`config.mk`:
```
export PLATFORM = sky130hd
export DESIGN_NAME = cnn_concat_2in_ctrl
export DESIGN_NICKNAME = d
export VERILOG_FILES = /design/src/rtl/cnn_concat_2in_ctrl.sv
export SDC_FILE = /design/constraint.sdc
export NUM_CORES = 1
export LEC_CHECK = 0
export CORE_MARGIN = 2
export CORE_UTILIZATION = 25
export DETAILED_ROUTE_END_ITERATION = 12
export DONT_BUFFER_PORTS = 1
export PLACE_DENSITY = 0.37
export SLEW_MARGIN = 15
export SYNTH_ARGS = -nofsm -noshare
export SYNTH_HDL_FRONTEND = slang
export SYNTH_SLANG_ARGS = --single-unit
export TNS_END_PERCENT = 1
```
`constraint.sdc`:
```
create_clock -name clk -period 4 [get_ports clk]
set_input_delay 0.4 -clock clk [delete_from_list [all_inputs] [get_ports clk]]
set_output_delay 0.4 -clock clk [all_outputs]
set_load 0.005 [all_outputs]
```
`src/rtl/cnn_concat_2in_ctrl.sv`:
```
// cnn_concat_2in_ctrl: emit one input-1 frame, then one input-2 frame (input-2 buffered in a FIFO)
// Ports: clk/reset (sync, active-high); valid_in_no1/in_no1, valid_in_no2/in_no2 upstream streams;
// out/valid_out registered concatenated stream; frame_done pulses with the last input-2 word;
// fifo_level occupancy; overflow/protocol_err sticky drop flags; busy while a frame is in progress.
module cnn_concat_2in_ctrl #(
  parameter int DATA_WIDTH = 32,
  parameter int FRAME_NO1  = 16,
  parameter int FRAME_NO2  = 16,
  parameter int FIFO_DEPTH = 16,
  parameter int ADDR_WIDTH = 4,
  parameter int CNT_WIDTH  = 20
) (
  input  logic                  clk,
  input  logic                  reset,
  input  logic                  valid_in_no1,
  input  logic [DATA_WIDTH-1:0] in_no1,
  input  logic                  valid_in_no2,
  input  logic [DATA_WIDTH-1:0] in_no2,
  output logic [DATA_WIDTH-1:0] out,
  output logic                  valid_out,
  output logic                  frame_done,
  output logic [ADDR_WIDTH:0]   fifo_level,
  output logic                  overflow,
  output logic                  protocol_err,
  output logic                  busy
);
  typedef enum logic {S_NO1, S_NO2} state_t;
  state_t state, state_n;
  logic [DATA_WIDTH-1:0] mem [FIFO_DEPTH];
  logic [ADDR_WIDTH-1:0] wr_ptr, rd_ptr;
  logic [CNT_WIDTH-1:0] cnt1, cnt2;
  logic s2, empty, full, pop, bypass, push, emit, last1, last2;
  logic [DATA_WIDTH-1:0] emit_data;
  always_comb begin
    s2 = state == S_NO2;
    empty = fifo_level == '0;
    full = fifo_level == (ADDR_WIDTH+1)'(FIFO_DEPTH);
    pop = s2 && !empty;
    bypass = s2 && empty && valid_in_no2;
    // a full FIFO still accepts a push when the same cycle pops
    push = valid_in_no2 && !bypass && (!full || pop);
    emit = s2 ? (pop || bypass) : valid_in_no1;
    emit_data = !s2 ? in_no1 : pop ? mem[rd_ptr] : in_no2;
    last1 = !s2 && valid_in_no1 && cnt1 == CNT_WIDTH'(FRAME_NO1 - 1);
    last2 = s2 && emit && cnt2 == CNT_WIDTH'(FRAME_NO2 - 1);
    state_n = last1 ? S_NO2 : last2 ? S_NO1 : state;
  end
  assign busy = s2 || cnt1 != '0 || fifo_level != '0;
  always_ff @(posedge clk)
    if (reset) state <= S_NO1;
    else state <= state_n;
  always_ff @(posedge clk)
    if (push) mem[wr_ptr] <= in_no2;
  always_ff @(posedge clk) begin
    if (reset) begin
      out <= '0;
      valid_out <= 1'b0;
      frame_done <= 1'b0;
      fifo_level <= '0;
      overflow <= 1'b0;
      protocol_err <= 1'b0;
      cnt1 <= '0;
      cnt2 <= '0;
      wr_ptr <= '0;
      rd_ptr <= '0;
    end else begin
      if (emit) out <= emit_data;
      valid_out <= emit;
      frame_done <= last2;
      cnt1 <= last1 ? '0 : (!s2 && valid_in_no1) ? cnt1 + CNT_WIDTH'(1) : cnt1;
      cnt2 <= last2 ? '0 : (s2 && emit) ? cnt2 + CNT_WIDTH'(1) : cnt2;
      if (push) wr_ptr <= wr_ptr + ADDR_WIDTH'(1);
      if (pop) rd_ptr <= rd_ptr + ADDR_WIDTH'(1);
      fifo_level <= (push && !pop) ? fifo_level + (ADDR_WIDTH+1)'(1) :
                    (pop && !push) ? fifo_level - (ADDR_WIDTH+1)'(1) : fifo_level;
      overflow <= overflow || (valid_in_no2 && !bypass && !push);
      protocol_err <= protocol_err || (s2 && valid_in_no1);
    end
  end
endmodule

```
Yosys cells after proc, flatten, opt, wreduce, memory -nomap -nowiden
Memories as Yosys holds them, arrays and structs flattened. A register that Yosys moved wholly into a read port is not among the register bits.
Cells that the tools add are included.
Cells by class
  add/subtract/negate cells: 6
  equality and inequality tests: 3
  mux-type cells: 11
  reductions and logical operators: 32
Operator list (number)
  $mux 32: 2
  $add 20x1->20 const B: 2
  $eq 20x4->1 const B: 2
  $reduce_bool 20->1: 1
  $logic_and 1x1->1: 13
  $mux 5: 2
  $add 4x1->4 const B: 2
  $mux 4: 2
  $logic_not 1->1: 6
  $logic_or 1x1->1: 6
  $add 5x1->5 const B: 1
  $eq 5x5->1 const B: 1
  $logic_not 5->1: 1
  $mux 1: 5
  $reduce_bool 5->1: 1
  $sub 5x1->5 const B: 1
  $reduce_bool 2->1: 2
  $reduce_or 2->1: 2
Word-level totals
  flip-flop bits (word level): 90
  memory bits (writable): 512
  logic and storage cells: 64
  memories kept: 1
Memory list
  mem: words 16, width 32, read ports 1, clocked after memory_dff 1, write ports 1, RTL line 29  | logic [DATA_WIDTH-1:0] mem [FIFO_DEPTH];

Depth between registers and ports, before layout
Gate-level depths: netlist of the first run.
  word-level depth: 10
  gate-level depth with buffers: 12
  depth with buffers taken out: 11

Worst setup path after synthesis of the first run
Ideal clock, no wire load.
  path type: flip-flop to flip-flop
  start point: register fifo_level[4]
  end point: memory mem[3][0] (enable)
  arrival time: 3.364 ns
  data required time: 3.539 ns
  path slack: 0.175 ns
  cell stages (with the launch flop): 6
  clock period less this slack: 3.825 ns
  path through: dfxtp_1 -> buf_2 -> xor2_1 -> a21oi_2 -> nand2_1 -> nor3_1
Between the ends
  cells in the longest elaborated chain, start to end: 8
  elaborated cells on any way between the ends: 13
Ends and longest elaborated chain
  start, declared: RTL line 22  | output logic [ADDR_WIDTH:0] fifo_level,
  start signal, assigned: RTL line 74  | fifo_level <= (push && !pop) ? fifo_level + (ADDR_WIDTH+1)'(1) :
  $logic_not 5->1: RTL line 36  | empty = fifo_level == '0;
  $logic_and 1x1->1 (2 in a row): RTL line 39  | bypass = s2 && empty && valid_in_no2;
  $logic_not 1->1: RTL line 41  | push = valid_in_no2 && !bypass && (!full || pop);
  $logic_and 1x1->1: RTL line 41
  $logic_and 1x1->1 (*): RTL line 41
  $mux 1 (*): RTL line 53  | if (push) mem[wr_ptr] <= in_no2;
  $mux 1 (not written as such) (*): RTL line 53
  end, declared: RTL line 29
Mark *: on every way between the ends. The rest lies on a longest branch, timed or not.

Worst setup path in the final report of the first run
  start point: register fifo_level[2]
  end point: register fifo_level[4]
Between the ends
  cells in the longest elaborated chain, start to end: 9
  elaborated cells on any way between the ends: 20
Ends and longest elaborated chain
  branches (longest 9 deep; another with $sub 5x1->5)
Several ways; the timed one is not identified. The select of a mux whose other input is x is not followed.
A chain may end at the register's enable or synchronous reset.

==> results of run 1 <==
==> layer usage <==
layer  global-route usage  routed length [um]  vias up  share of wire
met5                    0                   0        -              0
met4               0.0463                1570        0          0.023
met2                0.231               33700      218           0.49
li1                     -                   -     5974              -
met3               0.0290                2970       96          0.043
met1                0.182               30900     6869           0.45
==> layout by cell type, fill, tap and decap left out, types with 4 or more instances in the layout <==
master | synthesis | final
nand3_1 | 11 | 11
buf_12 | 0 | 15
mux4_2 | 64 | 64
nand2b_1 | 5 | 4
nand4_1 | 10 | 10
nor2_4 | 0 | 14
a21oi_1 | 17 | 17
dfxtp_1 | 94 | 91
edfxtp_1 | 512 | 512
buf_4 | 5 | 42
dlygate4sd3_1 | 0 | 65
bufinv_16 | 0 | 6
xor2_1 | 23 | 23
nand2_1 | 24 | 24
clkbuf_8 | 0 | 8
nor3_2 | 1 | 5
nor2_1 | 75 | 62
clkinv_2 | 0 | 10
nor4_1 | 11 | 11
inv_1 | 10 | 10
nor3_1 | 10 | 6
mux2i_1 | 195 | 195
ha_1 | 13 | 13
o21ai_0 | 5 | 5
xnor2_1 | 18 | 18
and4_1 | 6 | 6
clkbuf_1 | 29 | 22
a22oi_1 | 96 | 96
a221o_1 | 32 | 32
clkinv_1 | 0 | 7
or3_1 | 5 | 5
clkbuf_16 | 0 | 76
a31oi_1 | 34 | 34
o21ai_1 | 34 | 34
==> worst max path at each step <==
stage	cells after the start	end	slack, ps
2_1_floorplan	5	mem[3][0]	180
5_1_grt	11	fifo_level[4]	390
3_3_place_gp	11	fifo_level[4]	710
4_1_cts	11	fifo_level[4]	660
6_report	11	fifo_level[4]	680
3_5_place_dp	11	fifo_level[4]	680
==> layout make-up <==
cell class,instances,area share
well taps,1276,0.0546
clock buffers,106,0.0716
inverters,10,0.00128
multi-input cells,725,0.227
flip-flops and latches,606,0.590
clock inverters,30,0.0115
repair buffers,122,0.0433
==> power groups by stage <==
stage / Sequential, W / Clock [W] / Combinational [W]
2_1_floorplan: 0.00721 / 0 / 0.000664
3_3_place_gp: 0.00723 / 0 / 0.00109
3_5_place_dp: 0.00724 / 0 / 0.00108
4_1_cts: 0.00711 / 0.00694 / 0.00123
5_1_grt: 0.00712 / 0.00713 / 0.00130
6_report: 0.00711 / 0.00669 / 0.00118
==> cells by family after synthesis <==
family,after synthesis,synth area share
DFF,606,0.711
muxes,260,0.140
AOI/OAI and AO/OA,222,0.0646
and+or+nand+nor,188,0.0406
buffers and inverters,101,0.0216
xor gates and xnor gates,41,0.0148
adders and majority gates,14,0.00752
==> sequential cells by signal, summed over array words and instances (netlist names), 4 cells and up, named ones only <==
register / count
cnt1: 20
fifo_level: 5
out: 32
mem: 512
rd_ptr: 4
cnt2: 20
wr_ptr: 4
==> stage by stage <==
stage,cell area (um^2),setup WS [ps],utilization,hold slack (ps),std cells
2_1_floorplan,24300,175,-,460,1432
3_3_place_gp,26100,709,0.271,484,2672
3_5_place_dp,26100,680,0.271,481,2672
4_1_cts,29200,662,0.303,4.41,2874
5_1_grt,29200,389,0.303,35.3,2875
6_report,29200,680,0.303,55.3,2875
==> timing repair <==
item                                   CTS  global route
buffers inserted                         0             0
endpoints found under the hold margin  571             1
hold buffers                            66             1
gates resized for setup                  0             0
setup endpoints to repair                0             0
==> results.sh, run 1 <==
export IMPL_fin_tns_setup_ps=0
export IMPL_placeableCoreArea_mm2=0.0964
export IMPL_synthFlopType="edfxtp_1"
export IMPL_multi_input_area_mm2=0.00665
export IMPL_fin_nets=1621
export IMPL_min_period_over_period=0.830
export IMPL_cp_slowest_stage_delay_ps=560
export IMPL_hold_depth=2
export IMPL_numCtsBuffers=74
export IMPL_max_slew_worst_pin_slew_ps=1010
export IMPL_cp_start_kind="flop"
export IMPL_die_y_um=316
export IMPL_gp_congestion=0.708
export IMPL_clk_pin_slew_worst_paths_ps=50
export IMPL_avgSynthCellArea_um2=17.0
export IMPL_p_clk_frac=0.447
export IMPL_via_count=13200
export IMPL_ant_nets=0
export IMPL_post_drt_wl_per_cell_um=24.1
export IMPL_nFillCells=9562
export IMPL_drt_iter0_drc=794
export IMPL_cp_slowest_cell="nor4_2"
export IMPL_comb_power_share=0.079
export IMPL_ys_seq_area_frac=0.711
export IMPL_viasPerCell=4.58
export IMPL_seqPwrFrac=0.475
export IMPL_synth_top_cell_by_area="edfxtp_1"
export IMPL_cp_max_fo=6
export IMPL_finalCriticalPeriod_ps=3320
export IMPL_root_buffer="clkbuf_16"
export IMPL_powerDensity_mw_per_mm2=512
export IMPL_antenna_cells=0
export IMPL_relSlewSlack=0.330
export IMPL_hold_viol_final=0
export IMPL_rsz0062_at_grt="no"
export IMPL_r2r_end="fifo_level[4]"
export IMPL_netlist_top_cells_area="edfxtp_1 (63%), mux2i_1 (8.0%), dfxtp_1 (7.8%)"
export IMPL_areaGrowthSynthToFinish_pct=20.4
export IMPL_die_area_mm2=0.0996
export IMPL_cts_sinks=606
export IMPL_hp_start="in_no1[14]"
export IMPL_p_sw_frac=0.237
export IMPL_yosysMostFrequentCell="edfxtp_1"
export IMPL_grt_start_max_net_pins=51
export IMPL_first_global_vias=14000
export IMPL_grt_pass1_wl_mm=99.9
export IMPL_vdd_drop_max_uv=269
export IMPL_netlist_area_leader_share=0.633
export IMPL_post_dp_hpwl_mm=39.2
export IMPL_seq_area_mm2=0.0173
export IMPL_cp_required_ps=4490
export IMPL_remaining_drc_errors=0
export IMPL_cts_tree="yes"
export IMPL_die_w_um=316
export IMPL_cts_path_max_buffers=3
export IMPL_r2r_cells=11
export IMPL_p_switching_w=0.00354
export IMPL_ioPinCount=110
export IMPL_ys_seq_elements=606
export IMPL_cp_num_buf_inv=1
export IMPL_leakage_nw=9.16
export IMPL_path_cells="nor4_2, nand2_1, nand2_1, ha_1, inv_1, ha_1, nor2b_1, o21a_1, or3_1, a21oi_1, mux2_1"
export IMPL_p_total_w=0.0150
export IMPL_endpoint_kind="flop"
export IMPL_htreeDepth=3
export IMPL_skew_ps=28.3
export IMPL_crit_path_start="fifo_level[2]"
export IMPL_regToRegSetupSlack_ps=680
export IMPL_outcome="finished, final reports clean"
export IMPL_setup_viol=0
export IMPL_r2r_start="fifo_level[2]"
export IMPL_hp_class="input pin to flop"
export IMPL_synth_nets=1514
export IMPL_synth_edff_count=512
export IMPL_synth_cell_types=54
export IMPL_routed_wl_mm=69.2
export IMPL_hold_end="out[14]"
export IMPL_slew_viol_final=0
export IMPL_arrival_ps=3810
export IMPL_rows=114
export IMPL_path_class="flop to flop"
export IMPL_grt_antenna_before_repair=0
export IMPL_grt_overflow_total=0
export IMPL_final_layout_size_suffix_gt1_frac=0.164
export IMPL_yosys_top_cells_count="edfxtp_1 (512), mux2i_1 (195), a22oi_1 (96)"
export IMPL_initial_utilization=0.252
export IMPL_first_pass_iters=5
export IMPL_synthesis_area_mm2=0.0243
export IMPL_p_int_w=0.0114
export IMPL_synth_warnings=0
export IMPL_insertion_delay_ps=620
export IMPL_synth_async_reset_ratio=0
export IMPL_synth_cells=1432
export IMPL_crit_family="simple AND/OR/NAND/NOR gates"
export IMPL_portBuffers=0
export IMPL_max_cap_viol_count=0
export IMPL_track_usage=0.139
export IMPL_fmax_mhz=301
No activity file was read; power rests on OpenSTA's default activity.
==> inputs of run 2 (changes only) <==
--- a/config.mk
+++ b/config.mk
@@ -9,7 +9,7 @@
 export CORE_UTILIZATION = 25
 export DETAILED_ROUTE_END_ITERATION = 12
 export DONT_BUFFER_PORTS = 1
-export PLACE_DENSITY = 0.37
+export PLACE_DENSITY = 0.35
 export SLEW_MARGIN = 15
 export SYNTH_ARGS = -nofsm -noshare
 export SYNTH_HDL_FRONTEND = slang
==> constraint.sdc (replaced) <==
create_clock -name clk -period 3.14 [get_ports clk]
set_input_delay 0.314 -clock clk [delete_from_list [all_inputs] [get_ports clk]]
set_output_delay 0.314 -clock clk [all_outputs]
set_load 0.005 [all_outputs]
==> run 2 against run 1 <==
Final cell count rose by 0.52%. Clock power rose by 21%. Non-clock buffer count rose by 15. Total power rose by 25%. Via count rose by 0.59%. Cell area barely moved.
==> results.sh, run 2 (synthesis gave the netlist of run 1 again) <==
export IMPL_post_drt_wl_per_cell_um=24.4
export IMPL_hp_class="input pin to flop"
export IMPL_initial_utilization=0.252
export IMPL_relSlewSlack=0.448
export IMPL_slew_viol_final=0
export IMPL_reg_top3="mem (512), out (32)"
export IMPL_cts_path_max_buffers=3
export IMPL_cts_tree="yes"
export IMPL_routed_wl_mm=70.5
export IMPL_grt_pass1_wl_mm=101
export IMPL_die_area_mm2=0.0996
export IMPL_ant_nets=0
export IMPL_ctsHoldBuffers=71
export IMPL_regMostFlops="mem"
export IMPL_path_cells="nor4_2, buf_4, a21oi_2, ha_1, inv_1, ha_1, nor2b_1, o21a_1, or3_1, a21oi_1, mux2_1"
export IMPL_fin_nets=1636
export IMPL_powerDensity_mw_per_mm2=640
export IMPL_cp_required_ps=3650
export IMPL_endpoint_kind="flop"
export IMPL_max_slew_worst_pin_slew_ps=823
export IMPL_leakage_nw=9.17
export IMPL_rows=114
export IMPL_clk_pin_slew_worst_paths_ps=60
export IMPL_setup_viol=0
export IMPL_track_usage=0.142
export IMPL_fmax_mhz=351
export IMPL_skew_ps=21.0
export IMPL_first_pass_iters=4
export IMPL_finalCriticalPeriod_ps=2850
export IMPL_min_period_over_period=0.908
export IMPL_crit_path_frequent_cell="ha_1"
export IMPL_viasPerCell=4.58
export IMPL_p_total_w=0.0187
export IMPL_cp_max_fo=5
export IMPL_root_buffer="clkbuf_16"
export IMPL_cp_start_kind="flop"
export IMPL_areaGrowthSynthToFinish_pct=20.5
export IMPL_gp_congestion=0.701
export IMPL_fin_util=0.303
export IMPL_path_class="flop to flop"
export IMPL_die_w_um=316
export IMPL_grt_start_max_net_pins=65
export IMPL_cp_slowest_stage_delay_ps=360
export IMPL_largest_reg_flops=512
export IMPL_final_common_cell="edfxtp_1"
export IMPL_htreeDepth=3
export IMPL_cts_setup_buffers=0
export IMPL_cts_sinks=606
export IMPL_grt_overflow_total=0
export IMPL_max_cap_viol_count=0
export IMPL_vdd_drop_max_uv=432
export IMPL_numCtsBuffers=74
export IMPL_rsz0062_at_grt="no"
export IMPL_placeableCoreArea_mm2=0.0964
export IMPL_die_y_um=316
export IMPL_first_global_vias=13800
export IMPL_final_layout_size_suffix_gt1_frac=0.166
export IMPL_drt_iter0_drc=932
export IMPL_dpl_cell_area_mm2=0.0262
export IMPL_arrival_ps=3360
export IMPL_portBuffers=0
export IMPL_final_cell_mix="edfxtp_1 (512), mux2i_1 (195), a22oi_1 (96)"
export IMPL_post_dp_hpwl_mm=41.9
export IMPL_post_cts_resized=0
export IMPL_final_cell_area_mm2=0.0292
export IMPL_insertion_delay_ps=630
export IMPL_via_count=13200
export IMPL_remaining_drc_errors=0
export IMPL_ioPinCount=110
export IMPL_cp_slowest_cell="dfxtp_1"
export IMPL_antenna_cells=0
export IMPL_outcome="finished, final reports clean"
export IMPL_grt_antenna_before_repair=1
export IMPL_hold_viol_final=0
-- run 2: path summary, 6_finish.rpt --
| path | depth (start not counted) | slack [ps] | from | end |
|---|---|---|---|---|
| worst min register to register | 2 | 500 | rd_ptr[3] | flop |
| worst max-delay path | 11 | 290 | fifo_level[3] | fifo_level[4] |
| worst max register to register | 11 | 290 | fifo_level[3] | fifo_level[4] |
| worst min-delay path | 2 | 0.5 | valid_in_no1 | out[21] |
-- run 2: routing by layer --
layer / vias to the layer above / share of wire / global-route usage
met3: 66 / 0.040 / 0.0282
met2: 223 / 0.48 / 0.237
li1: 6004 / - / -
met1: 6941 / 0.46 / 0.192
met5: - / 0 / 0
met4: 0 / 0.014 / 0.0318
-- run 2: layout make-up --
type                    instances  area [um^2]
well taps                    1276         1600
clock buffers                 106         2050
multi-input cells             725         6650
fillers                      9590        67200
repair buffers                137         1410
flip-flops and latches        606        17300
inverters                      10         37.5
clock inverters                30          233
-- run 2: stage by stage --
| step | setup TNS (ps) | setup WS (ps) | hold slack [ps] | instances |
|---|---|---|---|---|
| 2_1_floorplan | -62360 | -651 | 413 | 1432 |
| 3_3_place_gp | 0 | 280 | 397 | 2683 |
| 3_5_place_dp | 0 | 288 | 399 | 2683 |
| 4_1_cts | 0 | 274 | 1.02 | 2890 |
| 5_1_grt | 0 | 66.2 | 12.8 | 2890 |
| 6_report | 0 | 290 | 0.495 | 2890 |
-- run 2: critical path, delay by kind of cell, from the launching register on --
kind,cells,cell delay [ps]
AOI/OAI and AO/OA,3,410
adders and majority gates,2,510
buffers and inverters,2,340
DFF,1,360
muxes,1,330
and+or+nand+nor,3,800
-- run 2: power breakdown --
group | switching, W | total (W) | internal, W
registers | 0.0000992 | 0.00904 | 0.00894
clock network | 0.00336 | 0.00809 | 0.00473
logic | 0.00108 | 0.00159 | 0.000507
total | 0.00455 | 0.0187 | 0.0142
